===== src/rtl/clock_enable_generator_if.sv =====
// clock_enable_generator_if: divider programming, realign request and the strobes/reset it returns
interface clock_enable_generator_if #(
   parameter int NUM_CHANNELS = 2,
   parameter int CNT_WIDTH    = 8
);
   logic [NUM_CHANNELS*CNT_WIDTH-1:0] div;
   logic                              sync_in;
   logic [NUM_CHANNELS-1:0]           clk_en;
   logic                              reset_out;
   logic                              ready;
   modport master (output div, sync_in, input clk_en, reset_out, ready);
   modport slave  (input div, sync_in, output clk_en, reset_out, ready);
endinterface


===== src/rtl/clock_enable_generator.sv =====
// clock_enable_generator: pin clock pass-through, synchronised stretched reset and per-channel clock-enable strobes
module clock_enable_generator #(
   parameter int NUM_CHANNELS      = 2,
   parameter int CNT_WIDTH         = 8,
   parameter int RESET_SYNC_STAGES = 2,
   parameter int RESET_HOLD_CYCLES = 16
) (
   input  logic                     clk_from_pin,
   input  logic                     resetb_pin,
   output logic                     clk_out,
   clock_enable_generator_if.slave  bus
);
   localparam int HW = $clog2(RESET_HOLD_CYCLES + 1);
   typedef enum logic [1:0] {ST_RESET, ST_HOLD, ST_RUN} state_t;
   state_t                       state_q, state_d;
   logic [RESET_SYNC_STAGES-1:0] sync_q, sync_d;
   logic [HW-1:0]                hold_q, hold_d;
   logic                         run;
   assign clk_out       = clk_from_pin;
   assign run           = state_q == ST_RUN;
   assign bus.reset_out = !run;
   assign bus.ready     = run;
   // Reset FSM: HOLD begins on the edge where the synchroniser output goes high, so the state tracks that output exactly
   always_comb begin
      sync_d  = {sync_q[RESET_SYNC_STAGES-2:0], 1'b1};
      state_d = state_q;
      hold_d  = '0;
      case (state_q)
         ST_RESET: state_d = sync_q[RESET_SYNC_STAGES-2] ? ST_HOLD : ST_RESET;
         ST_HOLD: begin
            state_d = !sync_q[RESET_SYNC_STAGES-1] ? ST_RESET :
                      hold_q == HW'(RESET_HOLD_CYCLES - 1) ? ST_RUN : ST_HOLD;
            hold_d  = hold_q + 1'b1;
         end
         default: state_d = ST_RUN;
      endcase
   end
   // Reset state, synchroniser chain and hold counter; the pin clears everything at once
   always_ff @(posedge clk_from_pin or negedge resetb_pin) begin
      if (!resetb_pin) begin
         state_q <= ST_RESET;
         sync_q  <= '0;
         hold_q  <= '0;
      end else begin
         state_q <= state_d;
         sync_q  <= sync_d;
         hold_q  <= hold_d;
      end
   end
   for (genvar i = 0; i < NUM_CHANNELS; i++) begin : g_ch
      logic [CNT_WIDTH-1:0] cnt_q, cnt_d, shd_q, shd_d;
      logic                 last, reload;
      assign last = shd_q != '0 && cnt_q == shd_q - 1'b1;
      assign bus.clk_en[i] = run && last && !(bus.sync_in && shd_q > CNT_WIDTH'(1));
      // A wrap, a realign, a disabled channel or being out of RUN restarts the count and samples a fresh ratio
      always_comb begin
         reload = !run || bus.sync_in || shd_q == '0 || last;
         cnt_d  = reload ? '0 : cnt_q + 1'b1;
         shd_d  = reload ? bus.div[i*CNT_WIDTH +: CNT_WIDTH] : shd_q;
      end
      // Channel counter and shadow divider registers
      always_ff @(posedge clk_from_pin or negedge resetb_pin) begin
         if (!resetb_pin) begin
            cnt_q <= '0;
            shd_q <= '0;
         end else begin
            cnt_q <= cnt_d;
            shd_q <= shd_d;
         end
      end
   end
endmodule

===== src/flat_wrapper.sv =====
// flat-port wrapper written by rule: the top's interface ports become plain ports
module clock_enable_generator_flat 
#(
   parameter int NUM_CHANNELS      = 2,
   parameter int CNT_WIDTH         = 8,
   parameter int RESET_SYNC_STAGES = 2,
   parameter int RESET_HOLD_CYCLES = 16
)
  (clk_from_pin, resetb_pin, clk_out, bus_div, bus_sync_in, bus_clk_en, bus_reset_out, bus_ready);
  clock_enable_generator_if #(.NUM_CHANNELS(NUM_CHANNELS), .CNT_WIDTH(CNT_WIDTH)) bus_i ();
  input  logic clk_from_pin;
  input  logic resetb_pin;
  output logic clk_out;
  input wire logic [$bits(bus_i.div)-1:0] bus_div;
  input wire logic [$bits(bus_i.sync_in)-1:0] bus_sync_in;
  output wire logic [$bits(bus_i.clk_en)-1:0] bus_clk_en;
  output wire logic [$bits(bus_i.reset_out)-1:0] bus_reset_out;
  output wire logic [$bits(bus_i.ready)-1:0] bus_ready;
  assign bus_i.div = bus_div;
  assign bus_i.sync_in = bus_sync_in;
  assign bus_clk_en = bus_i.clk_en;
  assign bus_reset_out = bus_i.reset_out;
  assign bus_ready = bus_i.ready;
  clock_enable_generator #(.NUM_CHANNELS(NUM_CHANNELS), .CNT_WIDTH(CNT_WIDTH), .RESET_SYNC_STAGES(RESET_SYNC_STAGES), .RESET_HOLD_CYCLES(RESET_HOLD_CYCLES)) u_core (.clk_from_pin(clk_from_pin), .resetb_pin(resetb_pin), .clk_out(clk_out), .bus(bus_i));
endmodule

===== config.mk =====
export PLATFORM = sky130hd
export DESIGN_NAME = clock_enable_generator_flat
export DESIGN_NICKNAME = d
export VERILOG_FILES = /design/src/rtl/clock_enable_generator_if.sv /design/src/rtl/clock_enable_generator.sv /design/src/flat_wrapper.sv
export SDC_FILE = /design/constraint.sdc
export NUM_CORES = 1
export LEC_CHECK = 0
export CAP_MARGIN = 10
export CORE_AREA = 2 2 65 67
export CTS_BUF_LIST = sky130_fd_sc_hd__clkbuf_8
export DETAILED_ROUTE_END_ITERATION = 8
export DIE_AREA = 0 0 67 69
export GPL_TIMING_DRIVEN = 0
export PLACE_DENSITY = 0.82
export SETUP_SLACK_MARGIN = 0.05
export SYNTH_ARGS = -nofsm -noshare
export SYNTH_HDL_FRONTEND = slang
export SYNTH_SLANG_ARGS = --single-unit

===== constraint.sdc =====
create_clock -name clk_from_pin -period 6 [get_ports clk_from_pin]
set_clock_uncertainty 0.2 [all_clocks]
set_input_delay 0.6 -clock clk_from_pin [delete_from_list [all_inputs] [get_ports clk_from_pin]]
set_output_delay 0.6 -clock clk_from_pin [all_outputs]
set_load 0.05 [all_outputs]

==> metrics.txt <==
row count 23; Final Util 0.690; die area 0.00462 mm2; Synth async-reset ratio 1.00; Total GRT Usage 0.212; max incr delay on CP 700 ps; Ant. Diodes 0; final wirelength about 4300 um; drt first pass iters 4; combinational share of power 0.083; final slew viol count 0; I/O Buffers 23; vias per cell 5.49; post-CTS resize count 0; Die Width around 67 um; hold crit path type in -> async; pwr dens 242 mW/mm2; Syn Inst Count 213; reg-to-reg slack, setup ~3200 ps; Seq cells post-synth 41; GPL Wtd Cong roughly 0.84; Clock Power Share 0.458; post-synth top area share 0.452; Synth Warn # 0; drt wl/cell 14.6 um; Initial Utilization 0.580; initial antenna violation count 0; critical path class clk -> out; core box area 0.00391 mm2; P_leak 1.19 nW; register area share after synthesis 0.452; Synth area leaders dfrtp_1, xnor2_1, xor2_1, nor2_1, ha_1; sw power 0.169 mW; Critical Path Start Type clock port; hold buffers post-CTS 0; synth unique cells 45; vias in the first global route 1615; Max IR drop VDD 0.000325 V; layout cells sized above 1 0.121; largest net degree at the start of global routing 42; Top cell by count, worst path clkbuf_8; Crit path arrival time 4050 ps; final hold violations 0; Setup Buffers After CTS 0; CP required about 5200 ps; nets 273; Least-Margin Pin Slew just under 900 ps; Skew-Pair Late Insertion Delay approximately 400 ps; Post-Syn Area per Cell 10.7 um2; number of I/O pins 24; setup TNS 0 ps; maxcap violations 0; Syn Std Cell Area 0.00227 mm2; Slew HR 0.410; worst path cell trace clkbuf_8, clkbuf_8, buf_4, clkdlybuf4s50_1; global-route wire length before repair 7360 um; Post-Layout Cell Count between 200 and 300; CTS clk-pin slew, worst paths approximately 70 ps; number of flops mapped to enable cells by yosys 0; Main synth FF type dfrtp_1; most instantiated cells after synthesis dfrtp_1, nor2_1, xnor2_1; switching part of the total power 0.260; DRC Markers 0; Placed Cells 286; sequential share of power 0.459; status finished, final reports clean; RSZ-0062 raised after global routing no; Post-DP HPWL 3120 um; largest area contributor in the synthesized netlist dfrtp_1; chip height 69 um; via count 1630; Final ANT Viol Nets 0; Power, Total roughly 0.65 mW; most frequent cell after synthesis dfrtp_1; total gr overflow 0; CTS tree built; Area Growth Syn to Fin 19.0%; Int Pwr slightly below 0.5 mW; final setup fails 0; Starting DRT DRC Count 75; crit end category primary output; CP max stage cell clkdlybuf4s50_1; Worst Path Max Fanout 2; syn nets between 200 and 250; Hold WS about 120 ps
power groups by stage:
stage	Clock [mW]	Sequential [mW]	Combinational (mW)
floorplan	0.0359	0.301	0.0328
global placement	0.0477	0.304	0.0534
detailed placement	0.0477	0.305	0.0545
CTS	0.310	0.299	0.0547
global route	0.320	0.301	0.0607
finish	0.299	0.300	0.0539
through the flow:
| stage | setup WS [ps] | instance area (um2) |
|---|---|---|
| finish | 1150 | 2700 |
| global route | 1140 | 2700 |
| CTS | 1130 | 2700 |
| detailed placement | 1410 | 2560 |
| global placement | 1410 | 2560 |
| floorplan | 2030 | 2270 |
sequential cells by signal, indices dropped and copies added (netlist names):
name               cells
u_core.g_ch.cnt_q     16
u_core.g_ch.shd_q     16
u_core.hold_q          5
u_core.state_q         2
u_core.sync_q          2
layout make-up:
class | instances | area (um2)
fillers | 333 | 1210
multi-input cells | 159 | 1180
flip-flops and latches | 41 | 1030
repair buffers | 22 | 215
clock buffers | 11 | 148
well taps | 50 | 62.6
plain buffers | 6 | 36.3
inverters | 7 | 26.3
clock inverters | 1 | 5.00
cells by family after synthesis:
| group | count (synthesis) | synth area share |
|---|---|---|
| DFF | 41 | 0.452 |
| adders and majority gates | 8 | 0.0441 |
| other | 1 | 0.00165 |
| AOI/OAI and AO/OA | 26 | 0.100 |
| xor gates and xnor gates | 32 | 0.123 |
| buffers and inverters | 13 | 0.0276 |
| and+or+nand+nor | 83 | 0.200 |
| muxes | 9 | 0.0513 |
routing by layer:
layer	share of wire	GRT usage	routed length, um	vias up
met5	0	0	0	-
met4	0.023	0.122	99	0
met3	0.038	0.0489	163	11
met2	0.48	0.314	2090	29
met1	0.46	0.282	1970	777
li1	-	-	-	813
worst max-delay path: cells and delay by family:
kind / cells / cell delay, ps
buffers and inverters: 4 / 1050
worst paths after layout:
path,from,endpoint,depth (start not counted)
worst max-delay path,clk_from_pin,clk_out,4
worst min-delay path,resetb_pin,u_core.sync_q[0],1
worst max register to register,u_core.g_ch[0].shd_q[0],u_core.g_ch[0].shd_q[6],9
worst min register to register,u_core.sync_q[0],u_core.sync_q[1],0
max in group asynchronous,resetb_pin,u_core.g_ch[0].shd_q[3],1
min in group clk_from_pin,u_core.sync_q[0],u_core.sync_q[1],0
cell usage in the layout, fill, tap and decap left out, drive strengths merged, types with 8 or more instances in the layout:
master / count
a22o: 8
xor2: 15
clkdlybuf4s50: 22
xnor2: 17
mux2: 9
dfrtp: 41
nor2: 30
ha: 8
nand3: 13
and3: 8
clkbuf: 12
(Power assumes the default switching activity.)
==> RTL edit 1: new RTL, same flow settings <==
`CNT_WIDTH` is set to 8 in 3 places; all go to 7.
--- a/src/rtl/clock_enable_generator_if.sv
+++ b/src/rtl/clock_enable_generator_if.sv
@@ -2,5 +2,5 @@
 interface clock_enable_generator_if #(
    parameter int NUM_CHANNELS = 2,
-   parameter int CNT_WIDTH    = 8
+   parameter int CNT_WIDTH    = 7
 );
    logic [NUM_CHANNELS*CNT_WIDTH-1:0] div;
--- a/src/rtl/clock_enable_generator.sv
+++ b/src/rtl/clock_enable_generator.sv
@@ -2,5 +2,5 @@
 module clock_enable_generator #(
    parameter int NUM_CHANNELS      = 2,
-   parameter int CNT_WIDTH         = 8,
+   parameter int CNT_WIDTH         = 7,
    parameter int RESET_SYNC_STAGES = 2,
    parameter int RESET_HOLD_CYCLES = 16
--- a/src/flat_wrapper.sv
+++ b/src/flat_wrapper.sv
@@ -3,5 +3,5 @@
 #(
    parameter int NUM_CHANNELS      = 2,
-   parameter int CNT_WIDTH         = 8,
+   parameter int CNT_WIDTH         = 7,
    parameter int RESET_SYNC_STAGES = 2,
    parameter int RESET_HOLD_CYCLES = 16
Ports: changed (resized bus_div); port bits go from 24 to 22. The function was not compared with the original's and may differ.
==> RTL edit 1 against the unedited design <==
Wire length is 15% lower; clock power decreased by 11%; final area is 11% lower; critical path depth stayed put; count of clock-buffer cells in the layout fell by 2; sequential cell count down 4; total power is 10% lower; area after synthesis fell by 12%; die area unchanged; setup slack better by 13 ps.
==> RTL edit 1: results (changes against the unedited design) <==
** Outcome
- Run status: complete, no violations (unchanged).

** Power
- Largest vdd supply drop :: 0.275 mV (was 0.325 mV)
- Static leakage power :: 1.05 nW (was 1.19 nW)

** Critical path
- The end of the worst register-to-register path is u_core.g_ch[0].shd_q[1] (was u_core.g_ch[0].shd_q[6]).
- The depth of the worst register-to-register path was 8 (was 9).
- Crit path DAT :: 4040 ps (was 4050 ps)
- The launch instance of the worst register-to-register path is u_core.g_ch[0].shd_q[0] (unchanged).
- FF-to-FF setup slack :: 3400 ps (was 3160 ps)
- Peak fanout along the critical path :: 2 (unchanged)

** Route
- The first-iteration detailed-routing DRC count is 90 (was 75).
- The total length of routed wires came to 3.70 mm (was 4.33 mm).
- Via count of the routed design :: 1421 (was 1630)
- Drt first pass iters :: 4 (unchanged)

** CTS
- The count of hold-fix buffers inserted at cts was 0 (unchanged).
- The number of post-CTS setup repair buffers was 0 (unchanged).
- Number of gates given a new drive strength after cts :: 0 (unchanged)
- The clock slew at the register clock pins of the worst setup and hold paths is 70 ps (about the same).
- For the worst-skew pair, the clock arrives at the later sink with an insertion delay of 390 ps.

** Synth
- Yosys warnings :: 0 (unchanged)
- Post-synth top cells :: dfrtp_1, nor2_1, xnor2_1 (unchanged)
- Leading cell types by total area after synthesis: dfrtp_1, xnor2_1, mux2_2, ha_1, xor2_1 (was dfrtp_1, xnor2_1, xor2_1, nor2_1, ha_1).
- The sequential fraction of the synthesis area was 46.2% (was 45.2%).
- Ys async rst share :: 100% (unchanged)
- The total nets after synthesis was 209 (was 240).
- The count of unique library cells instantiated by Yosys is 41 (was 45).

** Worst hold path
- Hold/Removal Path Class :: in -> async (unchanged)

** Placed design
- The number of buffers added on ports is 21 (was 23).
- The instance area after placement came to 2270 um2 (was 2560 um2).
- Detailed placement HPWL :: 2.65 mm (was 3.12 mm)
- The worst slack after detailed placement was 1410 ps (unchanged).
- Routability-driven placement congestion ratio :: 0.783 (was 0.843)

** GRT
- Wire length of the first global-routing pass :: 6.37 mm (was 7.36 mm)
- The number of antenna violations at the first check in global routing is 0 (unchanged).
- The largest net degree at the start of global routing was 38 (was 42).
- Overall routing resource usage :: 18.7% (was 21.2%)

** Cells and area
- Largest registers :: u_core.g_ch.cnt_q x14, u_core.g_ch.shd_q x14, u_core.hold_q x5 (was u_core.g_ch.cnt_q x16, u_core.g_ch.shd_q x16, u_core.hold_q x5)
- Filler Cell Count :: 359 (was 333)
- The number of diodes is 0 (unchanged).
- Final layout net count :: 240 (was 273)
- The layout cell share with drive strength beyond 1 came to 17.6% (was 12.1%).

** STA
- Slew HR :: 46.4% (was 41.0%)
==> RTL edit 1: cell count changes in the layout (fill, tap and decap cells not counted), moves of 4 or more <==
| cell | before | now |
|---|---|---|
| a22o_1 | 8 | 0 |
| nand3_1 | 13 | 6 |
| a22o_2 | 0 | 5 |
| nor2_1 | 30 | 25 |
| and3_1 | 8 | 4 |
| dfrtp_1 | 41 | 37 |
| mux2_2 | 5 | 9 |
| mux2_4 | 4 | 0 |
| nand2_1 | 2 | 6 |
| xor2_1 | 15 | 11 |
==> RTL edit 1: critical path: stages <==
cell             delay, ps
clkbuf_8               110
clkbuf_8               120
buf_4                  120
clkdlybuf4s50_1        690
==> RTL edit 1: worst max-delay path by stage <==
| stage | from | end | slack, ps |
|---|---|---|---|
| 3_3_place_gp | clk_from_pin | clk_out | 1410 |
| 2_1_floorplan | clk_from_pin | clk_out | 2030 |
| 3_5_place_dp | clk_from_pin | clk_out | 1410 |
| 6_report | clk_from_pin | clk_out | 1160 |
| 4_1_cts | clk_from_pin | clk_out | 1150 |
| 5_1_grt | clk_from_pin | clk_out | 1150 |
==> RTL edit 1: cell type report <==
cell class / count / area share, %
buffer: 3 / 1.62
clock buffer: 9 / 5.01
clock inverter: 3 / 0.730
inverter: 10 / 1.56
multi-input combinational: 134 / 41.8
sequential: 37 / 38.6
tap: 50 / 2.61
timing repair buffer: 20 / 8.13
==> RTL edit 1: logic make-up after synthesis <==
kind of cell | count (synthesis) | synth area share, %
DFF | 37 | 46.2
other | 1 | 0.187
buffers and inverters | 13 | 3.81
AOI/OAI and AO/OA | 20 | 8.37
adders and majority gates | 8 | 4.99
xor gates and xnor gates | 27 | 12.7
and+or+nand+nor | 69 | 18.7
muxes | 9 | 5.06
==> RTL edit 1: power by group <==
part / internal, mW / switching [mW] / total [mW]
Combinational: 0.0272 / 0.0201 / 0.0474
Sequential: 0.259 / 0.0114 / 0.271
Clock: 0.142 / 0.126 / 0.267
Total: 0.428 / 0.157 / 0.585
==> RTL edit 1: metal layers <==
| layer | wire length [um] | share of wire (%) | vias up | global-route usage [%] |
|---|---|---|---|---|
| met5 | 0 | 0 | - | 0 |
| met2 | 1790 | 48 | 39 | 28.4 |
| met3 | 190 | 5.1 | 7 | 6.36 |
| met4 | 64 | 1.7 | 0 | 11.8 |
| met1 | 1660 | 45 | 685 | 22.2 |
| li1 | - | - | 690 | - |
==> RTL edit 1: through the flow <==
step	power (mW)	hold slack, ps	instances	util, %
floorplan	0.337	104	184	-
global placement	0.370	159	255	58.2
detailed placement	0.371	171	255	58.1
CTS	0.595	118	266	61.3
global route	0.618	133	266	61.3
finish	0.585	93.6	266	61.3
==> RTL edit 2: new RTL, same flow settings <==
Without the edit above. Make the reset (`resetb_pin`) synchronous in 2 clocked blocks.
--- a/src/rtl/clock_enable_generator.sv
+++ b/src/rtl/clock_enable_generator.sv
@@ -37,5 +37,5 @@
    end
    // Reset state, synchroniser chain and hold counter; the pin clears everything at once
-   always_ff @(posedge clk_from_pin or negedge resetb_pin) begin
+   always_ff @(posedge clk_from_pin) begin
       if (!resetb_pin) begin
          state_q <= ST_RESET;
@@ -60,5 +60,5 @@
       end
       // Channel counter and shadow divider registers
-      always_ff @(posedge clk_from_pin or negedge resetb_pin) begin
+      always_ff @(posedge clk_from_pin) begin
          if (!resetb_pin) begin
             cnt_q <= '0;
Formal check against the unedited RTL: no difference found for any inputs over 10 cycles, from zero or initial values and one cycle with resetb_pin low; that may be too few to reach the edited logic, so the function may still have changed.
==> RTL edit 2 against the unedited design <==
Final area down 1.5%; wire length grew 0.49%; setup slack better by 23 ps; sequential cell count unchanged; area after synthesis shrank 2.0%; cell count is 11% higher; synthesized cell count rose by 15%; first-iteration DRC count down 27%; total power decreased by 0.85%; critical path type unchanged.
==> RTL edit 2: results (changes against the unedited design) <==
** Outcome
- Run status: complete, no violations (unchanged).

** Critical path
- Crit path DAT :: 4030 ps (was 4050 ps)
- Capturing point of the worst reg2reg path :: u_core.g_ch[1].shd_q[3] (was u_core.g_ch[0].shd_q[6])
- The launch instance of the worst register-to-register path was u_core.g_ch[1].shd_q[0] (was u_core.g_ch[0].shd_q[0]).
- The worst reg-to-reg setup slack came to 3150 ps (was 3160 ps).

** Route
- The vias after detailed routing came to 1791 (was 1630).
- Routed length on met1 :: 1.98 mm (was 1.97 mm)
- Initial DRC Count :: 55 (was 75)
- Detail Route met3 WL :: 133 um (was 163 um)

** Cells and area
- Filler Cell Count :: 331 (was 333)
- The layout cell share with drive strength beyond 1 is 9.32% (was 12.1%).
- Layout overhead on the synthesized area :: 19.6% (was 19.0%)
- The post-layout net count came to 305 (was 273).
- Non-Filler Instances :: 329 (was 297)

** GRT
- The routing usage on met2 is 32.1% (was 31.4%).
- Wire length of the first global-routing pass :: 7.22 mm (was 7.36 mm)
- The largest net degree at the start of global routing is 13 (was 42).
- Vias in the first global route :: 1693 (was 1615)
- Met3 routing resource usage after global routing :: 5.87% (was 4.89%)
- The overall track demand over capacity in global routing was 20.2% (was 21.2%).

** STA
- Slew HR :: 55.5% (was 41.0%)
- The worst hold margin was 262 ps (was 121 ps).

** Power
- Static leakage power :: 1.00 nW (was 1.19 nW)

** Synth
- The count of unique library cells instantiated by Yosys is 54 (was 45).
- Syn Nets :: 272 (was 240)
- Post-synth top cells: dfxtp_1, nor2_1, nand2_1 (was dfrtp_1, nor2_1, xnor2_1).
- Leading cell types by total area after synthesis: dfxtp_1, xnor2_1, xor2_1, nor2_1, ha_1 (was dfrtp_1, xnor2_1, xor2_1, nor2_1, ha_1).

** Placed design
- Detailed placement HPWL :: 3.20 mm (was 3.12 mm)
- Routability-driven placement congestion ratio :: 0.815 (was 0.843)
## RTL edit 2: cell types whose count changed in the layout (fill, tap and decap cells not counted), sizes merged, moves of 3 or more
cell,delta
a22o,-4
clkbuf,+5
dfrtp,-41
dfxtp,+41
mux2,-9
mux2i,+9
nand2,+18
o2bb2ai,+3
## RTL edit 2: worst max path at each step
stage / from / slack [ps] / cells after the start / endpoint
finish: clk_from_pin / 1170 / 4 / clk_out
CTS: clk_from_pin / 1160 / 4 / clk_out
global route: clk_from_pin / 1160 / 4 / clk_out
detailed placement: clk_from_pin / 1410 / 2 / clk_out
floorplan: u_core.g_ch[0].shd_q[0] / 1030 / 7 / bus_clk_en[0]
global placement: clk_from_pin / 1410 / 2 / clk_out
## RTL edit 2: power by group
| group | leakage (nW) | total, mW | switching, mW | internal [mW] |
|---|---|---|---|---|
| logic | 0.585 | 0.0637 | 0.0292 | 0.0345 |
| registers | 0.336 | 0.288 | 0.00843 | 0.279 |
| clock network | 0.0845 | 0.295 | 0.130 | 0.166 |
| total | 1.00 | 0.647 | 0.167 | 0.479 |
## RTL edit 2: cell families (layout without fill, tap and decap cells)
family	count (synthesis)	after routing	share of synthesized area [%]
fa+ha+maj	8	8	4.50
flops	41	41	36.9
compound gates	28	28	11.2
simple gates	106	106	25.9
xor+xnor	34	34	13.4
mux	9	9	4.05
buf+inv	19	53	4.11
## RTL edit 2: cell type report
cell class | count | area [um2] | area share, %
flip-flops and latches | 41 | 821 | 30.9
repair buffers | 22 | 220 | 8.28
inverters | 8 | 30.0 | 1.13
plain buffers | 11 | 61.3 | 2.30
clock buffers | 11 | 148 | 5.55
multi-input cells | 185 | 1310 | 49.3
well taps | 50 | 62.6 | 2.35
clock inverters | 1 | 5.00 | 0.188
